## src/rtl/axi4_lite_master_ctrl.sv

```systemverilog
// AXI4-Lite master controller with independent write and read engines.
//
// Write: a start pulse in idle registers address/data/strobes and issues AW and W,
// which complete independently; the B response is then awaited. Read: a start pulse
// registers the address, issues AR, then awaits R. Each engine has its own timeout
// counter; on expiry it abandons the transaction and reports RESP=2'b10 with a
// DONE+TOUT pulse.
//
// Ports:
//   iCLK, iRST                      clock (rising), async active-low reset
//   iWRITE_START/ADDR/DATA/STRB     write request
//   iREAD_START/ADDR                read request
//   oWRITE_BUSY/DONE/RESP/TOUT      write status
//   oREAD_BUSY/DONE/DATA/RESP/TOUT  read status
//   m_AW*, m_W*, m_B*, m_AR*, m_R*  AXI4-Lite master channels
module axi4_lite_master_ctrl #(
  parameter int unsigned ADDR_W  = 32,
  parameter int unsigned DATA_W  = 32,
  parameter int unsigned TIMEOUT = 256,
  parameter logic [2:0]  PROT    = 3'b000
) (
  input  logic                iCLK,
  input  logic                iRST,
  input  logic                iWRITE_START,
  input  logic [ADDR_W-1:0]   iWRITE_ADDR,
  input  logic [DATA_W-1:0]   iWRITE_DATA,
  input  logic [DATA_W/8-1:0] iWRITE_STRB,
  input  logic                iREAD_START,
  input  logic [ADDR_W-1:0]   iREAD_ADDR,
  output logic                oWRITE_BUSY,
  output logic                oWRITE_DONE,
  output logic [1:0]          oWRITE_RESP,
  output logic                oWRITE_TOUT,
  output logic                oREAD_BUSY,
  output logic                oREAD_DONE,
  output logic [DATA_W-1:0]   oREAD_DATA,
  output logic [1:0]          oREAD_RESP,
  output logic                oREAD_TOUT,
  output logic                m_AWVALID,
  input  logic                m_AWREADY,
  output logic [ADDR_W-1:0]   m_AWADDR,
  output logic [2:0]          m_AWPROT,
  output logic                m_WVALID,
  input  logic                m_WREADY,
  output logic [DATA_W-1:0]   m_WDATA,
  output logic [DATA_W/8-1:0] m_WSTRB,
  input  logic                m_BVALID,
  output logic                m_BREADY,
  input  logic [1:0]          m_BRESP,
  output logic                m_ARVALID,
  input  logic                m_ARREADY,
  output logic [ADDR_W-1:0]   m_ARADDR,
  output logic [2:0]          m_ARPROT,
  input  logic                m_RVALID,
  output logic                m_RREADY,
  input  logic [DATA_W-1:0]   m_RDATA,
  input  logic [1:0]          m_RRESP
);

  localparam int unsigned StrbW     = DATA_W / 8;
  localparam int unsigned CntW      = (TIMEOUT > 0) ? $clog2(TIMEOUT + 1) : 1;
  localparam bit          TimeoutEn = (TIMEOUT > 0);
  localparam logic [CntW-1:0] CntMax  = TimeoutEn ? CntW'(TIMEOUT) : '0;
  // Expiry is flagged in the TIMEOUT-th busy cycle so the FSM is idle right after it.
  localparam logic [CntW-1:0] CntLast = TimeoutEn ? CntW'(TIMEOUT - 1) : '0;

  typedef enum logic [1:0] {StWIdle, StWReq, StWResp} wr_state_e;
  typedef enum logic [1:0] {StRIdle, StRAddr, StRData} rd_state_e;

  wr_state_e wr_state_q, wr_state_d;
  rd_state_e rd_state_q, rd_state_d;

  logic [ADDR_W-1:0] aw_addr_q, ar_addr_q;
  logic [DATA_W-1:0] wdata_q, rdata_q;
  logic [StrbW-1:0]  wstrb_q;
  logic              aw_hs_q, w_hs_q;
  logic [CntW-1:0]   wr_cnt_q, rd_cnt_q;
  logic              wr_done_q, wr_tout_q, rd_done_q, rd_tout_q;
  logic [1:0]        wr_resp_q, rd_resp_q;

  logic wr_accept, wr_finish, wr_tout, rd_accept, rd_finish, rd_tout;
  logic aw_hs, w_hs, wr_expire, rd_expire;

  assign aw_hs     = (wr_state_q == StWReq) && !aw_hs_q && m_AWREADY;
  assign w_hs      = (wr_state_q == StWReq) && !w_hs_q && m_WREADY;
  assign wr_expire = TimeoutEn && (wr_cnt_q >= CntLast);
  assign rd_expire = TimeoutEn && (rd_cnt_q >= CntLast);

  // State registers
  always_ff @(posedge iCLK or negedge iRST) begin
    if (!iRST) begin
      wr_state_q <= StWIdle;
      rd_state_q <= StRIdle;
    end else begin
      wr_state_q <= wr_state_d;
      rd_state_q <= rd_state_d;
    end
  end

  // Write next-state; a completing handshake wins over expiry in the same cycle.
  always_comb begin
    wr_state_d = wr_state_q;
    wr_accept  = 1'b0;
    wr_finish  = 1'b0;
    wr_tout    = 1'b0;
    unique case (wr_state_q)
      StWIdle: begin
        if (iWRITE_START) begin
          wr_state_d = StWReq;
          wr_accept  = 1'b1;
        end
      end
      StWReq: begin
        if ((aw_hs_q || aw_hs) && (w_hs_q || w_hs)) begin
          wr_state_d = StWResp;
        end else if (wr_expire) begin
          wr_state_d = StWIdle;
          wr_tout    = 1'b1;
        end
      end
      StWResp: begin
        if (m_BVALID) begin
          wr_state_d = StWIdle;
          wr_finish  = 1'b1;
        end else if (wr_expire) begin
          wr_state_d = StWIdle;
          wr_tout    = 1'b1;
        end
      end
      default: wr_state_d = StWIdle;
    endcase
  end

  // Read next-state
  always_comb begin
    rd_state_d = rd_state_q;
    rd_accept  = 1'b0;
    rd_finish  = 1'b0;
    rd_tout    = 1'b0;
    unique case (rd_state_q)
      StRIdle: begin
        if (iREAD_START) begin
          rd_state_d = StRAddr;
          rd_accept  = 1'b1;
        end
      end
      StRAddr: begin
        if (m_ARREADY) begin
          rd_state_d = StRData;
        end else if (rd_expire) begin
          rd_state_d = StRIdle;
          rd_tout    = 1'b1;
        end
      end
      StRData: begin
        if (m_RVALID) begin
          rd_state_d = StRIdle;
          rd_finish  = 1'b1;
        end else if (rd_expire) begin
          rd_state_d = StRIdle;
          rd_tout    = 1'b1;
        end
      end
      default: rd_state_d = StRIdle;
    endcase
  end

  // Outputs, decoded from registered state only
  always_comb begin
    m_AWVALID   = (wr_state_q == StWReq) && !aw_hs_q;
    m_WVALID    = (wr_state_q == StWReq) && !w_hs_q;
    m_BREADY    = (wr_state_q == StWResp);
    m_ARVALID   = (rd_state_q == StRAddr);
    m_RREADY    = (rd_state_q == StRData);
    m_AWADDR    = aw_addr_q;
    m_AWPROT    = PROT;
    m_WDATA     = wdata_q;
    m_WSTRB     = wstrb_q;
    m_ARADDR    = ar_addr_q;
    m_ARPROT    = PROT;
    oWRITE_BUSY = (wr_state_q != StWIdle);
    oWRITE_DONE = wr_done_q;
    oWRITE_RESP = wr_resp_q;
    oWRITE_TOUT = wr_tout_q;
    oREAD_BUSY  = (rd_state_q != StRIdle);
    oREAD_DONE  = rd_done_q;
    oREAD_DATA  = rdata_q;
    oREAD_RESP  = rd_resp_q;
    oREAD_TOUT  = rd_tout_q;
  end

  // Write datapath, handshake flags and timeout counter
  always_ff @(posedge iCLK or negedge iRST) begin
    if (!iRST) begin
      aw_addr_q <= '0;
      wdata_q   <= '0;
      wstrb_q   <= '0;
      aw_hs_q   <= 1'b0;
      w_hs_q    <= 1'b0;
      wr_cnt_q  <= '0;
      wr_done_q <= 1'b0;
      wr_tout_q <= 1'b0;
      wr_resp_q <= 2'b00;
    end else begin
      wr_done_q <= wr_finish || wr_tout;
      wr_tout_q <= wr_tout;
      if (wr_accept) begin
        aw_addr_q <= iWRITE_ADDR;
        wdata_q   <= iWRITE_DATA;
        wstrb_q   <= iWRITE_STRB;
        aw_hs_q   <= 1'b0;
        w_hs_q    <= 1'b0;
        wr_cnt_q  <= '0;
      end else if (wr_state_q != StWIdle) begin
        if (aw_hs) aw_hs_q <= 1'b1;
        if (w_hs)  w_hs_q  <= 1'b1;
        if (wr_cnt_q != CntMax) wr_cnt_q <= wr_cnt_q + CntW'(1);
      end
      if (wr_finish) begin
        wr_resp_q <= m_BRESP;
      end else if (wr_tout) begin
        wr_resp_q <= 2'b10;
      end
    end
  end

  // Read datapath and timeout counter
  always_ff @(posedge iCLK or negedge iRST) begin
    if (!iRST) begin
      ar_addr_q <= '0;
      rdata_q   <= '0;
      rd_cnt_q  <= '0;
      rd_done_q <= 1'b0;
      rd_tout_q <= 1'b0;
      rd_resp_q <= 2'b00;
    end else begin
      rd_done_q <= rd_finish || rd_tout;
      rd_tout_q <= rd_tout;
      if (rd_accept) begin
        ar_addr_q <= iREAD_ADDR;
        rd_cnt_q  <= '0;
      end else if (rd_state_q != StRIdle) begin
        if (rd_cnt_q != CntMax) rd_cnt_q <= rd_cnt_q + CntW'(1);
      end
      if (rd_finish) begin
        rdata_q   <= m_RDATA;
        rd_resp_q <= m_RRESP;
      end else if (rd_tout) begin
        rd_resp_q <= 2'b10;
      end
    end
  end

endmodule
```

## config.mk

```make
export PLATFORM = sky130hd
export DESIGN_NAME = axi4_lite_master_ctrl
export DESIGN_NICKNAME = d
export VERILOG_FILES = /design/src/rtl/axi4_lite_master_ctrl.sv
export SDC_FILE = /design/constraint.sdc
export NUM_CORES = 1
export LEC_CHECK = 0
export CAP_MARGIN = 20
export CORE_MARGIN = 2
export CORE_UTILIZATION = 43
export CTS_BUF_LIST = sky130_fd_sc_hd__clkbuf_4
export DETAILED_ROUTE_END_ITERATION = 7
export PLACE_DENSITY = 0.93
export RECOVER_POWER = 100
export REMOVE_ABC_BUFFERS = 1
export SKIP_LAST_GASP = 1
export SLEW_MARGIN = 20
export SYNTH_ARGS = -nofsm -noshare
export SYNTH_HDL_FRONTEND = slang
export SYNTH_SLANG_ARGS = --single-unit
```

## constraint.sdc

```tcl
create_clock -name iCLK -period 2.88 [get_ports iCLK]
set_input_delay 0.288 -clock iCLK [delete_from_list [all_inputs] [get_ports iCLK]]
set_output_delay 0.288 -clock iCLK [all_outputs]
set_load 0.03 [all_outputs]
```

# After elaboration in Yosys (flattened, before gate mapping)
# Cells that the tools add are included.
totals:
  ff_bits: 164
  input_bits: 145
  output_inout_bits: 153
  elab_cells: 98
op_classes:
  n_addsub: 2
  order_cmp: 2
  eq_ne: 8
  n_mux: 42
  reduce_logical: 27
op_table:
  columns: ["cell", "count"]
  rows:
  - ["$mux W9", 6]
  - ["$mux W2", 12]
  - ["$mux W1", 20]
  - ["$reduce_bool A2 Y1", 10]
  - ["$add A9 B1 Y9 const B", 2]
  - ["$ge A9 B8 Y1 const B", 2]
  - ["$ne A9 B9 Y1 const B", 2]
  - ["$pmux W2 S3", 2]
  - ["$reduce_and A2 Y1", 4]
  - ["$logic_and A1 B1 Y1", 5]
  - ["$eq A2 B1 Y1 const B", 2]
  - ["$eq A2 B2 Y1 const B", 2]
  - ["$logic_not A2 Y1", 2]
  - ["$logic_or A1 B1 Y1", 4]
  - ["$ne A2 B2 Y1 const B", 2]
  - ["$pmux W1 S2", 2]
  - ["$logic_not A1 Y1", 2]

# Longest topological paths before layout
logic_depth:
  depth_word: 9
  mapped_depth: 9
  ltp_nobuf: 9

# Least setup slack after synthesis
# Ideal clock, no wire load.
synth_path:
  path_type: "register to register"
  start: "reg wr_cnt_q[0]"
  end: "reg wr_state_q[0]"
  setup_ns: 0.083
  arrival_time_ns: 1.934
  required_ns: 2.797
  path_slack_ns: 0.863
  stages_incl_launch_ff: 10
  path_buffers: 0
  period_less_slack_ns: 2.017
  path_cell_list: "dfrtp_1 > ha_1 > and3_1 > and3_1 > and3_1 > ha_1 > nor2_1 > o31ai_2 > or2_2 > o21ai_0"
synth_via:
  elab_chain_len: 4
  word_cells_on_any_way: 5
  cone_classes: "1 x order compare; 4 x mux"
synth_rtl:
  columns: ["element", "line_no", "source"]
  rows:
  - ["start: declaration", "77", "logic [CntW-1:0] wr_cnt_q, rd_cnt_q;"]
  - ["start signal: assignment", "217", "if (wr_cnt_q != CntMax) wr_cnt_q <= wr_cnt_q + CntW'(1);"]
  - ["$ge A9 B8 Y1 (*)", "86", "assign wr_expire = TimeoutEn && (wr_cnt_q >= CntLast);"]
  - ["$mux W2 (*)", null, null]
  - ["$mux W2 (on tied branches)", null, null]
  - ["$pmux W2 S3 (*)", null, null]
  - ["end signal: assignment", "92", "wr_state_q <= StWIdle;"]
  - ["end signal: assignment", "95", "wr_state_q <= wr_state_d;"]
  - ["end: declaration", "70", "wr_state_e wr_state_q, wr_state_d;"]
# Mark *: on every way between the ends. The rest lies on a longest branch, timed or not.
# A chain may end at the register's enable or synchronous reset.

# Worst setup path after layout
layout_path:
  start: "reg rd_state_q[0]"
  end: "out oREAD_BUSY"
layout_via:
  elab_chain_len: 1
layout_rtl:
  columns: ["element", "line_no", "source"]
  rows:
  - ["start: declaration", "71", "rd_state_e rd_state_q, rd_state_d;"]
  - ["start signal: assignment", "93", "rd_state_q <= StRIdle;"]
  - ["start signal: assignment", "96", "rd_state_q <= rd_state_d;"]
  - ["$reduce_bool A2 Y1", "185", "oREAD_BUSY = (rd_state_q != StRIdle);"]
  - ["end: declaration", "34", "output logic oREAD_BUSY,"]
# Every way passes these cells.

==> flow_results.org <==
** Synthesis
- Synth async-reset ratio :: 100%
- Library cells used by synthesis :: 47
- The Yosys step of the flow raised 0 warnings.
- The average instance in the mapped netlist occupies 14.3 um^2.
- Top FF cell, synth :: sky130_fd_sc_hd__dfrtp_1
- The biggest area contributor in the post-synthesis netlist is sky130_fd_sc_hd__dfrtp_1.
- Total standard cell area after synthesis :: 6720 um^2
- Yosys mapped a number of flops with a built-in enable equal to 0.
- Synthesis handed over a netlist of 471 instances.
- Most numerous cell types in the synthesized netlist :: sky130_fd_sc_hd__dfrtp_1 (164), sky130_fd_sc_hd__mux2_2 (127), sky130_fd_sc_hd__inv_1 (18), sky130_fd_sc_hd__nand2_1 (18)
- Area contributors post-synth :: sky130_fd_sc_hd__dfrtp_1 (61%), sky130_fd_sc_hd__mux2_2 (21%), sky130_fd_sc_hd__ha_1 (2.6%)
- Area fraction of the dominant cell type after synthesis :: 61.0%
- Dominant cell by count in the synthesized netlist :: sky130_fd_sc_hd__dfrtp_1
- The share of the Yosys chip area taken by registers is 61.0%.
- Number of flip-flops and latches in the synthesized netlist :: 164

** Cells and area
- Share of post-route cells with drive strength above 1 :: 21.9%
- The multi-input combinational cells in the finished layout cover a total of 2400 um^2.
- Filler-free cell count of the finished design :: 997
- The sequential cells in the finished layout cover a total of 4100 um^2.
- The net count of the finished layout is 931.
- After filler insertion, the fill cell instance count of the layout stands at 1,094.
- Compared with the post-synthesis result, the final layout area differs by 50.5%.

** Drt
- For this block, the routed nets add up to 16.0 mm of wire.
- In the routed design, unresolved DRC markers number 0.
- The detailed router placed 4,816 vias in this run.
- Routed Antenna Nets :: 0
- Dividing the detail-routed wire length by the instance count gives 16.0 um.
- Number of vias per cell :: 4.83
- The detailed router finished its first iteration with 145 violations.
- Drt first pass iters :: 4

** Placement
- Routability congestion estimate from global placement :: 0.799
- The count of buffers added on input and output ports is 291.
- In this run, placement finished with an instance count of 963.
- Pre-CTS worst setup slack :: 0.650 ns
- Detailed Place HPWL :: 12.1 mm

** GRT
- Largest net degree at the start of global routing :: 72
- Global-route usage over all layers :: 19.8%
- First-pass GRT wire length :: 25.5 mm
- The global routing stage identified its most utilized layer as met2.
- For met1 alone, demand over resource in global routing was 22.8%.
- For this run the aggregate overflow at the end of global routing stands at 0.
- The number of global-route vias before repair came to 5,038.
- For met3 alone, demand over resource in global routing was 6.36%.
- The initial antenna violation count was 1.
- Met2 Track Usage GR :: 33.6%

** Floorplanning
- In this run the count of I/O pins placed on the die edge is 298.
- Number of rows in the core area :: 45
- Total die area :: 16,700 um^2
- Die Span Y :: 129 um
- Horizontal die dimension :: 129 um
- The floorplan step defined a core boundary enclosing 15,300 um^2.
- Effective utilization at floorplan :: 44.1%

** Clocking
- The clock reaches the later pin of the worst-skew pair after 0.54 ns.
- H-tree levels :: 4
- Clock root cell :: sky130_fd_sc_hd__clkbuf_4
- Clock Sinks :: 164
- After clock tree synthesis, the clock-pin slew on the worst setup and hold paths is 0.13 ns.
- CTS buffer count :: 17
- Clock tree from TritonCTS :: built
- Number of buffers on the longest clock path :: 2
- Post-CTS resize count :: 0

** Pwr
- Max IR drop VDD :: 662 uV
- The share of total power dissipated in sequential elements is 34.7%.
- Share of total power in combinational logic :: 53.9%
- The analysis attributes to cell leakage a power of 4.40 nW.
- In this run the power density over the cells is 1110 nW/um^2.
- P_int :: 0.00641 W
- The share of total power dissipated in the clock network is 11.4%.
- In this run the power spent charging and discharging nets is 0.00479 W.
- Of the total power, the share spent switching nets is 42.7%.

** Timing
- In the post-route analysis, the smallest setup slack over all paths is 0.210 ns.
- Across the routed clock network, the largest skew measured is 0.0224 ns.
- RSZ-0062 raised after global routing :: false
- Min Hold Slack :: 0.328 ns
- In the finished design, the share of the clock period the worst path needs comes to 92.7%.
- Hold violation total from the final report :: 0
- Setup violations remaining at the end of the flow were counted as 0.
- Setup total negative slack on the finished layout was measured at 0 ns.
- Derived from the worst setup path, the maximum achievable clock frequency is 375 MHz.
- Worst-margin pin slew :: 1.77 ns
- The final max-slew violation count is 71.
- Worst rel slew slack :: -18.3%
- The worst path in the final design needs a cycle of 2.67 ns, including I/O delays and setup.

** Worst setup path
- Largest incremental delay on the critical path :: 0.73 ns
- Largest fanout on the critical path :: 12
- For the worst setup path, the data arrival time is 2.38 ns.
- Critical register-to-register path startpoint :: wr_state_q[0]
- Required arrival time at the worst endpoint :: 2.59 ns
- Delay-heaviest family, CP :: buffers and inverters
- The most numerous cell type found on the critical path is sky130_fd_sc_hd__inv_1.
- Walking the worst path, the cells encountered are inv_1 > ha_1 > inv_1 > dlygate4sd3_1.
- Worst Setup SP :: rd_state_q[0]
- Cell at the slowest stage of the critical path :: sky130_fd_sc_hd__dlygate4sd3_1
- The critical path contains buffers and inverters numbering 3 combined.
- The setup path with the least slack is of type flop to output pin.
- Element type at the critical path end :: output pin
- The worst setup path is launched from a flop.

** Run
- Across the run, the number of max-cap violations was 1.

** Run status
- Violated checks :: max-capacitance violations, max-slew violations
- The run finished, with violations left.

** Worst hold path
- Hold path startpoint :: m_BRESP[1]
- Tightest Hold Check Type :: input port to flop
area by class of cell:
type,count,share of cell area (%)
antenna,1,0.0247
clock buffer,21,1.56
clock inverter,11,1.03
inverter,18,0.668
multi-input combinational,271,23.7
sequential,164,40.5
tap,211,2.61
timing repair buffer,300,29.8
metal layers:
metal | routed length [um] | part of all wire (%)
met1 | 5960 | 37
met2 | 8300 | 52
met3 | 1130 | 7.1
met4 | 582 | 3.6
met5 | 0 | 0
sequential cells by signal (all words and copies together), names as in the netlist, 4 cells and up:
register    cells
m_ARADDR       32
m_WSTRB         4
m_WDATA        32
oREAD_DATA     32
rd_cnt_q        9
wr_cnt_q        9
m_AWADDR       32
cell usage in the layout (no fill, tap or decap), drive strengths merged, types with 12 or more instances in the layout:
cell,netlist,final
nand2,19,19
inv,18,20
dfrtp,164,164
ha,14,14
dlygate4sd3,0,148
mux2,133,133
a21oi,12,12
clkdlybuf4s50,0,143
clkbuf,0,26
nor2,17,17
worst reg2reg max path: cells and delay by family (launching register included):
family        cells  cell delay [ns]
fa+ha+maj         1             0.35
buf+inv           2             0.38
flops             1             0.44
mux               1             0.36
simple gates      1             0.94
metrics by stage:
step                util [%]  cell area (um^2)  total power, W
finish                  66.3             10100          0.0112
global route            66.3             10100          0.0118
CTS                     66.7             10200          0.0118
global placement        64.9              9900          0.0103
detailed placement      64.9              9900          0.0105
floorplan                  -              6610         0.00761
timing repair:
action / in CTS / in global routing
setup buffers: 0 / 0
hold buffers: 1 / 0
hold endpoints to repair: 68 / 0
power by group through the flow:
stage	sequential, W	clock (W)	combinational, W
after CTS	0.00395	0.00134	0.00650
final	0.00389	0.00128	0.00603
after global placement	0.00393	0	0.00638
after floorplan	0.00590	0	0.00172
after global routing	0.00404	0.00143	0.00636
after detailed placement	0.00400	0	0.00647
kinds of logic (layout without fill, tap and decap cells):
logic type               after synthesis  count (layout)  synth area share, %
AO/OA/AOI/OAI                         43              43                 4.67
buffers and inverters                 41             350                 2.94
AND/OR/NAND/NOR                       66              66                 5.14
other                                  1               7               0.0558
flip-flops                           164             164                 61.0
adder cells (fa/ha/maj)               14              14                 2.61
XOR/XNOR                               4               4                0.521
multiplexers                         138             138                 23.0
worst paths after layout:
| check | endpoint | slack [ns] | cells past startpoint |
|---|---|---|---|
| max | oREAD_BUSY | 0.21 | 4 |
| min | oWRITE_RESP[1] | 0.33 | 3 |
| max reg2reg | m_WDATA[26] | 0.32 | 5 |
| min reg2reg | m_ARADDR[30] | 0.50 | 1 |
| max in group asynchronous | oREAD_TOUT | 0.73 | 3 |
| min in group asynchronous | m_AWADDR[30] | 0.77 | 2 |
(Power assumes the default switching activity.)
